[config.mk]
export PLATFORM = sky130hd
export DESIGN_NAME = cpuif_ack_watchdog_flat
export DESIGN_NICKNAME = d
export VERILOG_FILES = /design/src/rtl/cpuif_ack_watchdog_pkg.sv /design/src/rtl/cpuif_ack_watchdog_if.sv /design/src/rtl/cpuif_ack_watchdog_sat_counter.sv /design/src/rtl/cpuif_ack_watchdog.sv /design/src/flat_wrapper.sv
export SDC_FILE = /design/constraint.sdc
export NUM_CORES = 1
export LEC_CHECK = 0
export BUFFER_PORTS_ARGS = -buffer_cell sky130_fd_sc_hd__buf_2
export CAP_MARGIN = 5
export CORE_AREA = 2 2 91 93
export CTS_CLUSTER_DIAMETER = 50
export DETAILED_ROUTE_END_ITERATION = 8
export DIE_AREA = 0 0 93 95
export PLACE_DENSITY = 0.63
export SYNTH_ARGS = -nofsm -noshare
export SYNTH_HDL_FRONTEND = slang
export SYNTH_SLANG_ARGS = --single-unit
[constraint.sdc]
create_clock -name hclk_i -period 3.6 [get_ports hclk_i]
set_clock_uncertainty 0.15 [all_clocks]
set_input_delay 0.54 -clock hclk_i [delete_from_list [all_inputs] [get_ports hclk_i]]
set_output_delay 0.54 -clock hclk_i [all_outputs]
set_load 0.01 [all_outputs]
[src/rtl/cpuif_ack_watchdog_pkg.sv]
`default_nettype none
// ============================================================================
// Package  : cpuif_wdog_pkg
// Brief    : Shared types and constants for the CPU-interface ack watchdog.
// Revision : 1.0 - initial release
// ============================================================================
package cpuif_wdog_pkg;

    localparam int TIMEOUT_CNT_W      = 8;
    localparam int c_cpuif_min_addr_w = 8;

    typedef enum logic [1:0] {
        IDLE     = 2'd0,
        WAIT_ACK = 2'd1,
        ERR_RESP = 2'd2,
        DRAIN    = 2'd3
    } cpuif_wdog_state_e;

    // Picks the write- or read-side flavour of a per-direction strobe.
    function automatic logic dir_sel(input logic is_wr, input logic wr_val, input logic rd_val);
        return is_wr ? wr_val : rd_val;
    endfunction

endpackage
`default_nettype wire

[src/rtl/cpuif_ack_watchdog_if.sv]
`default_nettype none
// ============================================================================
// Interface : cpuif_ack_watchdog_if
// Brief     : CSR access port bundle (request fields, stalls, acks, read data).
// Revision  : 1.0 - initial release
// ============================================================================
interface cpuif_ack_watchdog_if
    import cpuif_wdog_pkg::*;
#(
    parameter int ADDR_WIDTH = c_cpuif_min_addr_w,
    parameter int DATA_WIDTH = 32
);
    logic                  req;
    logic                  req_is_wr;
    logic [ADDR_WIDTH-1:0] addr;
    logic [DATA_WIDTH-1:0] wr_data;
    logic [DATA_WIDTH-1:0] wr_biten;
    logic                  req_stall_wr;
    logic                  req_stall_rd;
    logic                  rd_ack;
    logic                  rd_err;
    logic [DATA_WIDTH-1:0] rd_data;
    logic                  wr_ack;
    logic                  wr_err;

    // Requester side: issues requests, receives stalls and responses.
    modport master (
        output req, req_is_wr, addr, wr_data, wr_biten,
        input  req_stall_wr, req_stall_rd, rd_ack, rd_err, rd_data, wr_ack, wr_err
    );

    // Responder side: receives requests, returns stalls and responses.
    modport slave (
        input  req, req_is_wr, addr, wr_data, wr_biten,
        output req_stall_wr, req_stall_rd, rd_ack, rd_err, rd_data, wr_ack, wr_err
    );

endinterface
`default_nettype wire

[src/rtl/cpuif_ack_watchdog_sat_counter.sv]
`default_nettype none
// ============================================================================
// Module   : sat_counter
// Brief    : Up-counter that sticks at all-ones; clear beats restart beats inc.
// Revision : 1.0 - initial release
// ============================================================================
module sat_counter #(
    parameter int WIDTH = 8
) (
    input  logic             clk,
    input  logic             rst,
    input  logic             i_clr,
    input  logic             i_restart,
    input  logic             i_inc,
    output logic [WIDTH-1:0] o_count
);

    logic [WIDTH-1:0] r_count;

    always_ff @(posedge clk) begin
        if (rst || i_clr) begin
            r_count <= '0;
        end else if (i_restart) begin
            r_count <= WIDTH'(1);
        end else if (i_inc && !(&r_count)) begin
            r_count <= r_count + WIDTH'(1);
        end
    end

    assign o_count = r_count;

endmodule
`default_nettype wire

[src/rtl/cpuif_ack_watchdog.sv]
`default_nettype none
// ============================================================================
// Module   : cpuif_ack_watchdog
// Brief    : Zero-latency CSR port pass-through that converts a missing or
//            stalled ack into a single error ack and counts the timeouts.
// Revision : 1.0 - initial release
// ============================================================================
module cpuif_ack_watchdog
    import cpuif_wdog_pkg::*;
#(
    parameter int ADDR_WIDTH     = c_cpuif_min_addr_w,
    parameter int DATA_WIDTH     = 32,
    parameter int TIMEOUT_CYCLES = 255,
    parameter int CNT_WIDTH      = $clog2(TIMEOUT_CYCLES + 1)
) (
    input  logic                     hclk_i,
    input  logic                     hreset_i,
    cpuif_ack_watchdog_if.slave      s_cpuif,
    cpuif_ack_watchdog_if.master     m_cpuif,
    output logic                     timeout_evt_o,
    output logic [TIMEOUT_CNT_W-1:0] timeout_cnt_o,
    input  logic                     timeout_cnt_clr_i
);

    localparam logic [CNT_WIDTH-1:0] c_timeout = CNT_WIDTH'(TIMEOUT_CYCLES);

    cpuif_wdog_state_e     r_state;
    cpuif_wdog_state_e     w_state_nxt;
    logic                  r_is_wr;
    logic                  w_is_wr_nxt;
    logic                  r_from_wait;
    logic                  w_from_wait_nxt;

    logic [CNT_WIDTH-1:0]  r_wait_cnt;
    logic                  w_cnt_clr;
    logic                  w_cnt_restart;
    logic                  w_cnt_inc;
    logic                  w_cnt_done;

    logic                  w_req_stall;
    logic                  w_req_ack;
    logic                  w_lat_ack;
    logic                  w_fwd;
    logic                  w_fwd_wr;

    logic                  w_m_req;
    logic                  w_stall_wr;
    logic                  w_stall_rd;
    logic                  w_rd_ack;
    logic                  w_rd_err;
    logic                  w_wr_ack;
    logic                  w_wr_err;
    logic [DATA_WIDTH-1:0] w_rd_data;
    logic [ADDR_WIDTH-1:0] w_addr;
    logic                  w_evt;

    // Request payload always follows upstream; only req itself is gated.
    assign w_addr            = s_cpuif.addr;
    assign m_cpuif.addr      = w_addr;
    assign m_cpuif.req_is_wr = s_cpuif.req_is_wr;
    assign m_cpuif.wr_data   = s_cpuif.wr_data;
    assign m_cpuif.wr_biten  = s_cpuif.wr_biten;

    assign w_req_stall = dir_sel(s_cpuif.req_is_wr, m_cpuif.req_stall_wr, m_cpuif.req_stall_rd);
    assign w_req_ack   = dir_sel(s_cpuif.req_is_wr, m_cpuif.wr_ack, m_cpuif.rd_ack);
    assign w_lat_ack   = dir_sel(r_is_wr, m_cpuif.wr_ack, m_cpuif.rd_ack);
    assign w_cnt_done  = (r_wait_cnt >= c_timeout);

    always_ff @(posedge hclk_i) begin
        if (hreset_i) begin
            r_state     <= IDLE;
            r_is_wr     <= 1'b0;
            r_from_wait <= 1'b0;
        end else begin
            r_state     <= w_state_nxt;
            r_is_wr     <= w_is_wr_nxt;
            r_from_wait <= w_from_wait_nxt;
        end
    end

    always_comb begin
        w_state_nxt     = r_state;
        w_is_wr_nxt     = r_is_wr;
        w_from_wait_nxt = r_from_wait;
        w_cnt_clr       = 1'b0;
        w_cnt_restart   = 1'b0;
        w_cnt_inc       = 1'b0;
        w_fwd           = 1'b0;
        w_fwd_wr        = 1'b0;
        w_m_req         = 1'b0;
        w_stall_wr      = 1'b0;
        w_stall_rd      = 1'b0;
        w_rd_ack        = 1'b0;
        w_rd_err        = 1'b0;
        w_wr_ack        = 1'b0;
        w_wr_err        = 1'b0;
        w_rd_data       = '0;
        w_evt           = 1'b0;

        unique case (r_state)
            IDLE: begin
                w_m_req    = s_cpuif.req;
                w_stall_wr = m_cpuif.req_stall_wr;
                w_stall_rd = m_cpuif.req_stall_rd;
                if (!s_cpuif.req) begin
                    w_cnt_clr = 1'b1;
                end else begin
                    w_is_wr_nxt = s_cpuif.req_is_wr;
                    if (w_req_stall) begin
                        if (w_cnt_done) begin
                            w_state_nxt     = ERR_RESP;
                            w_from_wait_nxt = 1'b0;
                        end else begin
                            w_cnt_inc = 1'b1;
                        end
                    end else if (w_req_ack) begin
                        w_fwd     = 1'b1;
                        w_fwd_wr  = s_cpuif.req_is_wr;
                        w_cnt_clr = 1'b1;
                    end else begin
                        w_cnt_restart = 1'b1;
                        w_state_nxt   = WAIT_ACK;
                    end
                end
            end
            WAIT_ACK: begin
                w_stall_wr = 1'b1;
                w_stall_rd = 1'b1;
                // An ack landing on the deadline cycle still wins over the error.
                if (w_lat_ack) begin
                    w_fwd       = 1'b1;
                    w_fwd_wr    = r_is_wr;
                    w_cnt_clr   = 1'b1;
                    w_state_nxt = IDLE;
                end else if (w_cnt_done) begin
                    w_state_nxt     = ERR_RESP;
                    w_from_wait_nxt = 1'b1;
                end else begin
                    w_cnt_inc = 1'b1;
                end
            end
            ERR_RESP: begin
                w_wr_ack    = r_is_wr;
                w_wr_err    = r_is_wr;
                w_rd_ack    = !r_is_wr;
                w_rd_err    = !r_is_wr;
                w_evt       = 1'b1;
                w_cnt_clr   = 1'b1;
                w_state_nxt = r_from_wait ? DRAIN : IDLE;
            end
            DRAIN: begin
                // The CSR block may still owe us an ack; absorb it silently.
                w_stall_wr = 1'b1;
                w_stall_rd = 1'b1;
                if (w_lat_ack || w_cnt_done) begin
                    w_cnt_clr   = 1'b1;
                    w_state_nxt = IDLE;
                end else begin
                    w_cnt_inc = 1'b1;
                end
            end
            default: begin
                w_state_nxt = IDLE;
            end
        endcase

        if (w_fwd) begin
            if (w_fwd_wr) begin
                w_wr_ack = 1'b1;
                w_wr_err = m_cpuif.wr_err;
            end else begin
                w_rd_ack  = 1'b1;
                w_rd_err  = m_cpuif.rd_err;
                w_rd_data = m_cpuif.rd_data;
            end
        end

        if (hreset_i) begin
            w_m_req    = 1'b0;
            w_stall_wr = 1'b0;
            w_stall_rd = 1'b0;
            w_rd_ack   = 1'b0;
            w_rd_err   = 1'b0;
            w_wr_ack   = 1'b0;
            w_wr_err   = 1'b0;
            w_rd_data  = '0;
            w_evt      = 1'b0;
        end
    end

    assign m_cpuif.req          = w_m_req;
    assign s_cpuif.req_stall_wr = w_stall_wr;
    assign s_cpuif.req_stall_rd = w_stall_rd;
    assign s_cpuif.rd_ack       = w_rd_ack;
    assign s_cpuif.rd_err       = w_rd_err;
    assign s_cpuif.rd_data      = w_rd_data;
    assign s_cpuif.wr_ack       = w_wr_ack;
    assign s_cpuif.wr_err       = w_wr_err;
    assign timeout_evt_o        = w_evt;

    sat_counter #(
        .WIDTH (CNT_WIDTH)
    ) u_wait_cnt (
        .clk       (hclk_i),
        .rst       (hreset_i),
        .i_clr     (w_cnt_clr),
        .i_restart (w_cnt_restart),
        .i_inc     (w_cnt_inc),
        .o_count   (r_wait_cnt)
    );

    sat_counter #(
        .WIDTH (TIMEOUT_CNT_W)
    ) u_timeout_cnt (
        .clk       (hclk_i),
        .rst       (hreset_i),
        .i_clr     (timeout_cnt_clr_i),
        .i_restart (1'b0),
        .i_inc     (w_evt),
        .o_count   (timeout_cnt_o)
    );

endmodule
`default_nettype wire

[src/flat_wrapper.sv]
// flat-port wrapper written by rule: the top's interface ports become plain ports
module cpuif_ack_watchdog_flat import cpuif_wdog_pkg::*;
#(
    parameter int ADDR_WIDTH     = c_cpuif_min_addr_w,
    parameter int DATA_WIDTH     = 32,
    parameter int TIMEOUT_CYCLES = 255,
    parameter int CNT_WIDTH      = $clog2(TIMEOUT_CYCLES + 1)
)
  (hclk_i, hreset_i, timeout_evt_o, timeout_cnt_o, timeout_cnt_clr_i, s_cpuif_req, s_cpuif_req_is_wr, s_cpuif_addr, s_cpuif_wr_data, s_cpuif_wr_biten, s_cpuif_req_stall_wr, s_cpuif_req_stall_rd, s_cpuif_rd_ack, s_cpuif_rd_err, s_cpuif_rd_data, s_cpuif_wr_ack, s_cpuif_wr_err, m_cpuif_req, m_cpuif_req_is_wr, m_cpuif_addr, m_cpuif_wr_data, m_cpuif_wr_biten, m_cpuif_req_stall_wr, m_cpuif_req_stall_rd, m_cpuif_rd_ack, m_cpuif_rd_err, m_cpuif_rd_data, m_cpuif_wr_ack, m_cpuif_wr_err);
  cpuif_ack_watchdog_if #(.ADDR_WIDTH(ADDR_WIDTH), .DATA_WIDTH(DATA_WIDTH)) s_cpuif_i ();
  cpuif_ack_watchdog_if #(.ADDR_WIDTH(ADDR_WIDTH), .DATA_WIDTH(DATA_WIDTH)) m_cpuif_i ();
  input  logic hclk_i;
  input  logic hreset_i;
  output logic timeout_evt_o;
  output logic [TIMEOUT_CNT_W-1:0] timeout_cnt_o;
  input  logic timeout_cnt_clr_i;
  input wire logic [$bits(s_cpuif_i.req)-1:0] s_cpuif_req;
  input wire logic [$bits(s_cpuif_i.req_is_wr)-1:0] s_cpuif_req_is_wr;
  input wire logic [$bits(s_cpuif_i.addr)-1:0] s_cpuif_addr;
  input wire logic [$bits(s_cpuif_i.wr_data)-1:0] s_cpuif_wr_data;
  input wire logic [$bits(s_cpuif_i.wr_biten)-1:0] s_cpuif_wr_biten;
  output wire logic [$bits(s_cpuif_i.req_stall_wr)-1:0] s_cpuif_req_stall_wr;
  output wire logic [$bits(s_cpuif_i.req_stall_rd)-1:0] s_cpuif_req_stall_rd;
  output wire logic [$bits(s_cpuif_i.rd_ack)-1:0] s_cpuif_rd_ack;
  output wire logic [$bits(s_cpuif_i.rd_err)-1:0] s_cpuif_rd_err;
  output wire logic [$bits(s_cpuif_i.rd_data)-1:0] s_cpuif_rd_data;
  output wire logic [$bits(s_cpuif_i.wr_ack)-1:0] s_cpuif_wr_ack;
  output wire logic [$bits(s_cpuif_i.wr_err)-1:0] s_cpuif_wr_err;
  output wire logic [$bits(m_cpuif_i.req)-1:0] m_cpuif_req;
  output wire logic [$bits(m_cpuif_i.req_is_wr)-1:0] m_cpuif_req_is_wr;
  output wire logic [$bits(m_cpuif_i.addr)-1:0] m_cpuif_addr;
  output wire logic [$bits(m_cpuif_i.wr_data)-1:0] m_cpuif_wr_data;
  output wire logic [$bits(m_cpuif_i.wr_biten)-1:0] m_cpuif_wr_biten;
  input wire logic [$bits(m_cpuif_i.req_stall_wr)-1:0] m_cpuif_req_stall_wr;
  input wire logic [$bits(m_cpuif_i.req_stall_rd)-1:0] m_cpuif_req_stall_rd;
  input wire logic [$bits(m_cpuif_i.rd_ack)-1:0] m_cpuif_rd_ack;
  input wire logic [$bits(m_cpuif_i.rd_err)-1:0] m_cpuif_rd_err;
  input wire logic [$bits(m_cpuif_i.rd_data)-1:0] m_cpuif_rd_data;
  input wire logic [$bits(m_cpuif_i.wr_ack)-1:0] m_cpuif_wr_ack;
  input wire logic [$bits(m_cpuif_i.wr_err)-1:0] m_cpuif_wr_err;
  assign s_cpuif_i.req = s_cpuif_req;
  assign s_cpuif_i.req_is_wr = s_cpuif_req_is_wr;
  assign s_cpuif_i.addr = s_cpuif_addr;
  assign s_cpuif_i.wr_data = s_cpuif_wr_data;
  assign s_cpuif_i.wr_biten = s_cpuif_wr_biten;
  assign s_cpuif_req_stall_wr = s_cpuif_i.req_stall_wr;
  assign s_cpuif_req_stall_rd = s_cpuif_i.req_stall_rd;
  assign s_cpuif_rd_ack = s_cpuif_i.rd_ack;
  assign s_cpuif_rd_err = s_cpuif_i.rd_err;
  assign s_cpuif_rd_data = s_cpuif_i.rd_data;
  assign s_cpuif_wr_ack = s_cpuif_i.wr_ack;
  assign s_cpuif_wr_err = s_cpuif_i.wr_err;
  assign m_cpuif_req = m_cpuif_i.req;
  assign m_cpuif_req_is_wr = m_cpuif_i.req_is_wr;
  assign m_cpuif_addr = m_cpuif_i.addr;
  assign m_cpuif_wr_data = m_cpuif_i.wr_data;
  assign m_cpuif_wr_biten = m_cpuif_i.wr_biten;
  assign m_cpuif_i.req_stall_wr = m_cpuif_req_stall_wr;
  assign m_cpuif_i.req_stall_rd = m_cpuif_req_stall_rd;
  assign m_cpuif_i.rd_ack = m_cpuif_rd_ack;
  assign m_cpuif_i.rd_err = m_cpuif_rd_err;
  assign m_cpuif_i.rd_data = m_cpuif_rd_data;
  assign m_cpuif_i.wr_ack = m_cpuif_wr_ack;
  assign m_cpuif_i.wr_err = m_cpuif_wr_err;
  cpuif_ack_watchdog #(.ADDR_WIDTH(ADDR_WIDTH), .DATA_WIDTH(DATA_WIDTH), .TIMEOUT_CYCLES(TIMEOUT_CYCLES), .CNT_WIDTH(CNT_WIDTH)) u_core (.hclk_i(hclk_i), .hreset_i(hreset_i), .s_cpuif(s_cpuif_i), .m_cpuif(m_cpuif_i), .timeout_evt_o(timeout_evt_o), .timeout_cnt_o(timeout_cnt_o), .timeout_cnt_clr_i(timeout_cnt_clr_i));
endmodule
==> results.md, run 1 <==
- Core area: 7928 um2
- Post-DR vias/cell: 4.639
- Synthesis Warnings: 0
- EDFF count, synth: 0
- Startpoint Class: flop
- Post-route clock period utilization: 81.19%
- Worst reg2reg endpoint: u_core.u_wait_cnt.o_count[6]
- Synth cell types: 55
- Residual DRC count: 0
- # setup viols final: 0
- Routability cong.: 0.7962
- R2R setup slack: 1540 ps
- Dominant synthesized flop cell: dfxtp_1
- Syn nets: 383
- Pin count of the biggest net entering global routing: 33
- # IOs: 236
- Slew Viols, Final: 0
- Placed Area: 2095 um2
- Worst Setup EP: s_cpuif_rd_data[22]
- Setup WS pre-CTS: 794.2 ps
- Die height: 95 um
- Worst Path Required: 2910 ps
- RSZ-0062 raised after global routing: no
- Sequential share of the synthesized area: 18.63%
- Worst r2r src: u_core.r_state[0]
- Rel. slew slack: 57.45%
- Critical path class: reg2out
- Post-DP HPWL: 4054 um
- CTS tree: yes
- Root Driver: clkbuf_8
- Maximum clock insertion buffer count: 2
- Hold Fails Final Rpt: 0
- Actual slew at the worst max-slew pin: 635.5 ps
- Cts bufs inserted: 3
- Outcome: completed
- Hold WS: 341.8 ps
- CP max FO: 32
- Peak supply drop: 0.0001063 V
- Pleak: 0.9884 nW
- Top-area cell type share of the netlist area: 26.19%
- DIE AREA: 8835 um2
- Num Clock Sinks: 20
- Port Buf Inserts: 91
- Initial Util: 27.11%
- Share of cells above drive strength 1: 40.43%
- Diode count: 0
- Die width: 93 um
- Critical path launch point: u_core.r_state[0]
- H-tree Lvls: 1
- GR Util All Layers: 10.92%
- Fmax: 342.1 MHz
- Final-stage net count: 395
- Asr flop ratio synth: 0%
- Final worst slack: 677.2 ps
- DRT iter0 DRCs: 89
- Finished layout cell area: 2150 um2
- Worst-Skew Late Latency: 260 ps
- WL final: 5191 um
- Synthesis-to-layout area growth: -0.00009304%
- R2r worst-path depth: 4
- DR WL/cell: 13.59 um
- Leading area contributor after synthesis: buf_4
- Synth Instances: 266
- Critical Path AT: 2230 ps
- Vias after detailed routing: 1772
- Top post-synthesis cells by area: buf_4, dfxtp_1, and2_1, a21oi_1, buf_6
- Total grt overflow: 0
- Setup Fix Bufs, Post-CTS: 0
- Cell area power density: 247.6 nW/um2
- Initial antenna violation count: 1
- First-pass GRT wire length: 7824 um
- Post-synthesis cell area: 2150 um2
- Post-cts gate resize count: 0
- Syn Area/Cell: 8.081 um2
- Number of synthesized register bits: 20
- Worst Setup End Kind: output port
- CTS clock-pin slew for the worst setup and hold paths: 80 ps
- Setup TNS: 0 ps
- Hold Crit Class: reg2reg
- Hold Buf Count CTS: 0
- Core Rows: 33
- Crit path time final: 2923 ps
- Max-cap violation count: 0
- Post-DRT Antenna Nets: 0
- Pre-Repair DR Iteration Count: 4
- Vias in the first global route: 1621
-- per-layer routing --
layer  routed length [um]  up-vias  track usage [%]
met3                  469       30            2.235
met1                 2329      790            14.43
li1                     -      873                -
met2                 2151       77            16.12
met5                   13        -                0
met4                  227        2            6.985
-- worst min-delay path by stage --
| stage | cells past startpoint | to | slack (ps) | start |
|---|---|---|---|---|
| final | 2 | u_core.u_wait_cnt.o_count[7] | 340 | u_core.u_wait_cnt.o_count[7] |
| after global routing | 2 | u_core.u_wait_cnt.o_count[7] | 360 | u_core.u_wait_cnt.o_count[7] |
| after CTS | 2 | u_core.u_wait_cnt.o_count[7] | 340 | u_core.u_wait_cnt.o_count[7] |
| after detailed placement | 2 | u_core.u_wait_cnt.o_count[7] | 330 | u_core.u_wait_cnt.o_count[7] |
| after global placement | 2 | u_core.u_wait_cnt.o_count[7] | 330 | u_core.u_wait_cnt.o_count[7] |
| after floorplan | 2 | u_core.u_wait_cnt.o_count[7] | 300 | u_core.u_wait_cnt.o_count[7] |
-- state kept, by name, indices dropped and copies added (netlist names) --
signal                        flops
u_core.u_timeout_cnt.o_count      8
u_core.r_is_wr                    1
u_core.r_state                    2
u_core.u_wait_cnt.o_count         8
u_core.r_from_wait                1
-- power by group --
part / internal [mW] / switching [mW] / total, mW
clock: 0.0973 / 0.0764 / 0.174
combinational: 0.0575 / 0.0682 / 0.126
sequential: 0.224 / 0.00877 / 0.233
-- cell usage in the layout (no fill, tap or decap), types with 2 or more instances in the layout --
cell and n:
buf_2 91, and2_1 36, dfxtp_1 20, a21oi_1 17, nor2_1 12, nand2_1 8, nand3_1 8, o21ai_0 7
o31ai_1 6, xor2_1 5, inv_1 4, o211ai_1 4, mux2i_1 4, or4_1 4, clkbuf_8 4, nand4_1 3
and3_1 3, mux2_2 2, nor2b_1 2, nor3b_4 2, or3_1 2, o2111ai_1 2, ha_1 2
-- critical path, stage by stage, from the launching register on --
cell	delay, ps
dfxtp_1	720
nor3b_4	150
a32o_2	300
a2111oi_4	180
buf_4	290
and2_1	180
buf_2	140
-- logic make-up after synthesis --
logic type               count (synthesis)  synth area share (%)
AND/OR/NAND/NOR                         90                 25.73
buffers and inverters                   89                 30.91
AO/OA/AOI/OAI                           53                 17.99
XOR/XNOR                                 5                 2.037
flip-flops                              20                 18.63
multiplexers                             7                 3.550
adder cells (fa/ha/maj)                  2                 1.164
-- area by class of cell --
cell class / instances / area (um2)
Sequential cell: 20 / 400.4
Fill cell: 869 / 5778
Multi-Input combinational cell: 157 / 1085
Timing Repair Buffer: 92 / 462.9
Clock buffer: 4 / 55.05
Tap cell: 105 / 131.4
Inverter: 4 / 15.01
-- through the flow --
step,power (mW),utilization (%),std cells
global placement,0.3621,26.42,378
finish,0.5323,27.11,382
global route,0.5676,27.11,382
floorplan,0.4006,-,266
detailed placement,0.3640,26.42,378
CTS,0.5436,27.11,382
-- synthesized netlist by cell type, types with 2 or more instances --
master / count
nor2_1: 12
o31ai_1: 6
nor2b_1: 2
dfxtp_1: 20
and3_1: 3
or3_1: 2
inv_1: 4
o211ai_1: 4
mux2i_1: 4
o21ai_0: 7
xor2_1: 5
ha_1: 2
nand3_1: 8
buf_4: 75
and2_1: 36
nand2_1: 8
o2111ai_1: 2
mux2_2: 2
nor3b_4: 2
clkbuf_1: 2
a21oi_1: 17
nand4_1: 3
or4_1: 4
buf_6: 5
Note: power is estimated with default switching activity, not from simulation.
==> run 2: changes to the inputs <==
CORE_AREA = 2 2 90 92   (was 2 2 91 93)
DIE_AREA = 0 0 92 94   (was 0 0 93 95)
PLACE_DENSITY = 0.67   (was 0.63)
clock period = 2.47 ns   (was 3.6 ns; I/O delays follow)
==> run 2 against run 1 <==
Effect of this change:
- routed wire length up 2.4%
- global-route usage up 0.51 points
- critical path depth stayed put
- cell count is 0.52% higher
- first-iteration DRC count increased by 40%
- largest cell class unchanged
- highest routed layer is now met4
- non-clock buffer count rose by 5
- utilization grew 1.8 points
- sequential power up 45%
==> results.md, run 2 (synthesis gave the netlist of run 1 again) <==
- Outcome: completed
- Hold Crit Class: in2reg
- GR Util All Layers: 11.42%
- Worst-Skew Late Latency: 260 ps
- Worst r2r src: u_core.u_wait_cnt.o_count[0]
- Crit path time final: 2358 ps
- Worst reg2reg endpoint: u_core.u_wait_cnt.o_count[5]
- Actual slew at the worst max-slew pin: 556.6 ps
- Post-route clock period utilization: 95.48%
- Vias in the first global route: 1616
- First-pass GRT wire length: 7935 um
- # setup viols final: 0
- Share of cells above drive strength 1: 42.91%
- CTS tree: yes
- Die width: 92 um
- R2r worst-path depth: 5
- CP top delay family: compound AO/OA/AOI/OAI gates
- Port Buf Inserts: 91
- Fill cells: 837
- CTS clock-pin slew for the worst setup and hold paths: 80 ps
- Hold path cells: 3
- Slew Viols, Final: 0
- Most common cell after layout, fill and taps aside: buf_2
- Buf/Inv on CP: 2
- Final-stage net count: 400
- Most frequent cells in the layout: buf_2, and2_1, a21oi_1, dfxtp_1, nor2_1
- Storage cell area: 404.1 um2
- Maximum clock insertion buffer count: 2
- Cts bufs inserted: 3
- Worst Path Required: 1950 ps
- Worst Setup End Kind: output port
- # IOs: 236
- Critical path's slowest cell: a2111oi_4
- Initial Util: 28.26%
- Die height: 94 um
- Root Driver: clkbuf_8
- DRT iter0 DRCs: 125
- Synthesis-to-layout area growth: 2.445%
- Rel. slew slack: 62.73%
- Hold Fails Final Rpt: 0
- Pin count of the biggest net entering global routing: 33
- DR WL/cell: 13.84 um
- R2R setup slack: 450 ps
- Setup TNS: 0 ps
- Core Rows: 32
- RSZ-0062 raised after global routing: no
- Startpoint Class: flop
- Fmax: 424.0 MHz
- Total Power: 789.5 uW
- Hold Buf Count CTS: 0
- Diode count: 0
- Multi-input logic area: 1087 um2
- Critical path class: reg2out
- Post-DP HPWL: 4220 um
- Setup Fix Bufs, Post-CTS: 0
- Residual DRC count: 0
- Pre-Repair DR Iteration Count: 5
- CP Cell Sequence: nor2b_2 > o21ai_1 > a2111oi_4 > buf_12 > and2_1 > buf_2
- Peak supply drop: 0.0001717 V
- Max-cap violation count: 0
- Crit path largest cell delay: 410 ps
- Critical path launch point: u_core.r_state[0]
- H-tree Lvls: 1
- DIE AREA: 8648 um2
- Post-DR vias/cell: 4.792
- Pleak: 1.019 nW
- Post-DRT Antenna Nets: 0
- Hold_sp: timeout_cnt_clr_i
- Critical Path AT: 1840 ps
- Cell area power density: 358.5 nW/um2
- Initial antenna violation count: 0
- Core area: 7607 um2
- CP max FO: 32
- Hold EP: u_core.u_timeout_cnt.o_count[7]
- Num Clock Sinks: 20
- WL final: 5313 um
- Routability cong.: 0.8694
- Total grt overflow: 0
- Vias after detailed routing: 1840
run 2: power by group:
group	switching, mW	total, mW	internal, mW
clock network	0.114	0.256	0.142
registers	0.0103	0.338	0.327
logic	0.103	0.196	0.0923
run 2: layer usage:
metal  vias to the layer above  part of all wire [%]  GRT usage [%]
met4                         0                   4.8          7.711
li1                        883                     -              -
met5                         -                     0              0
met1                       814                    40          13.78
met2                       107                    45          18.14
met3                        36                   9.8          2.568
run 2: repair_timing:
action,4_1_cts,5_1_grt
gates resized for setup,1,3
pin swaps,0,0
endpoints found under the setup margin,32,33
run 2: worst max path at each step:
| stage | to | slack (ps) | cells past startpoint |
|---|---|---|---|
| after floorplan | s_cpuif_rd_data[0] | 290 | 6 |
| after CTS | s_cpuif_rd_data[17] | 9 | 6 |
| after global routing | s_cpuif_rd_data[28] | 20 | 6 |
| after detailed placement | s_cpuif_rd_data[17] | 120 | 7 |
| final | s_cpuif_rd_data[17] | 110 | 6 |
| after global placement | s_cpuif_rd_data[25] | 160 | 7 |
run 2: layout make-up:
cell class	count	area share [%]
Multi-Input combinational cell	157	49.37
Timing Repair Buffer	97	23.30
Sequential cell	20	18.35
Tap cell	102	5.795
Clock buffer	4	2.500
Inverter	4	0.6818
run 2: tightest hold or removal path, delay by kind of cell:
kind	cells	cell delay, ps
and+or+nand+nor	1	180
buffers and inverters	1	80
AOI/OAI and AO/OA	1	50
run 2: per-stage QoR:
step | setup slack (ps) | instance area [um2] | cells | util (%) | hold slack, ps
final | 111.6 | 2202 | 384 | 28.95 | 316.3
after global routing | 21.12 | 2202 | 384 | 28.95 | 337.3
after CTS | 8.946 | 2198 | 384 | 28.90 | 317.7
after detailed placement | 115.6 | 2141 | 380 | 28.14 | 322.6
after global placement | 155.9 | 2141 | 380 | 28.14 | 321.7
after floorplan | 292.8 | 2150 | 266 | - | 304.9
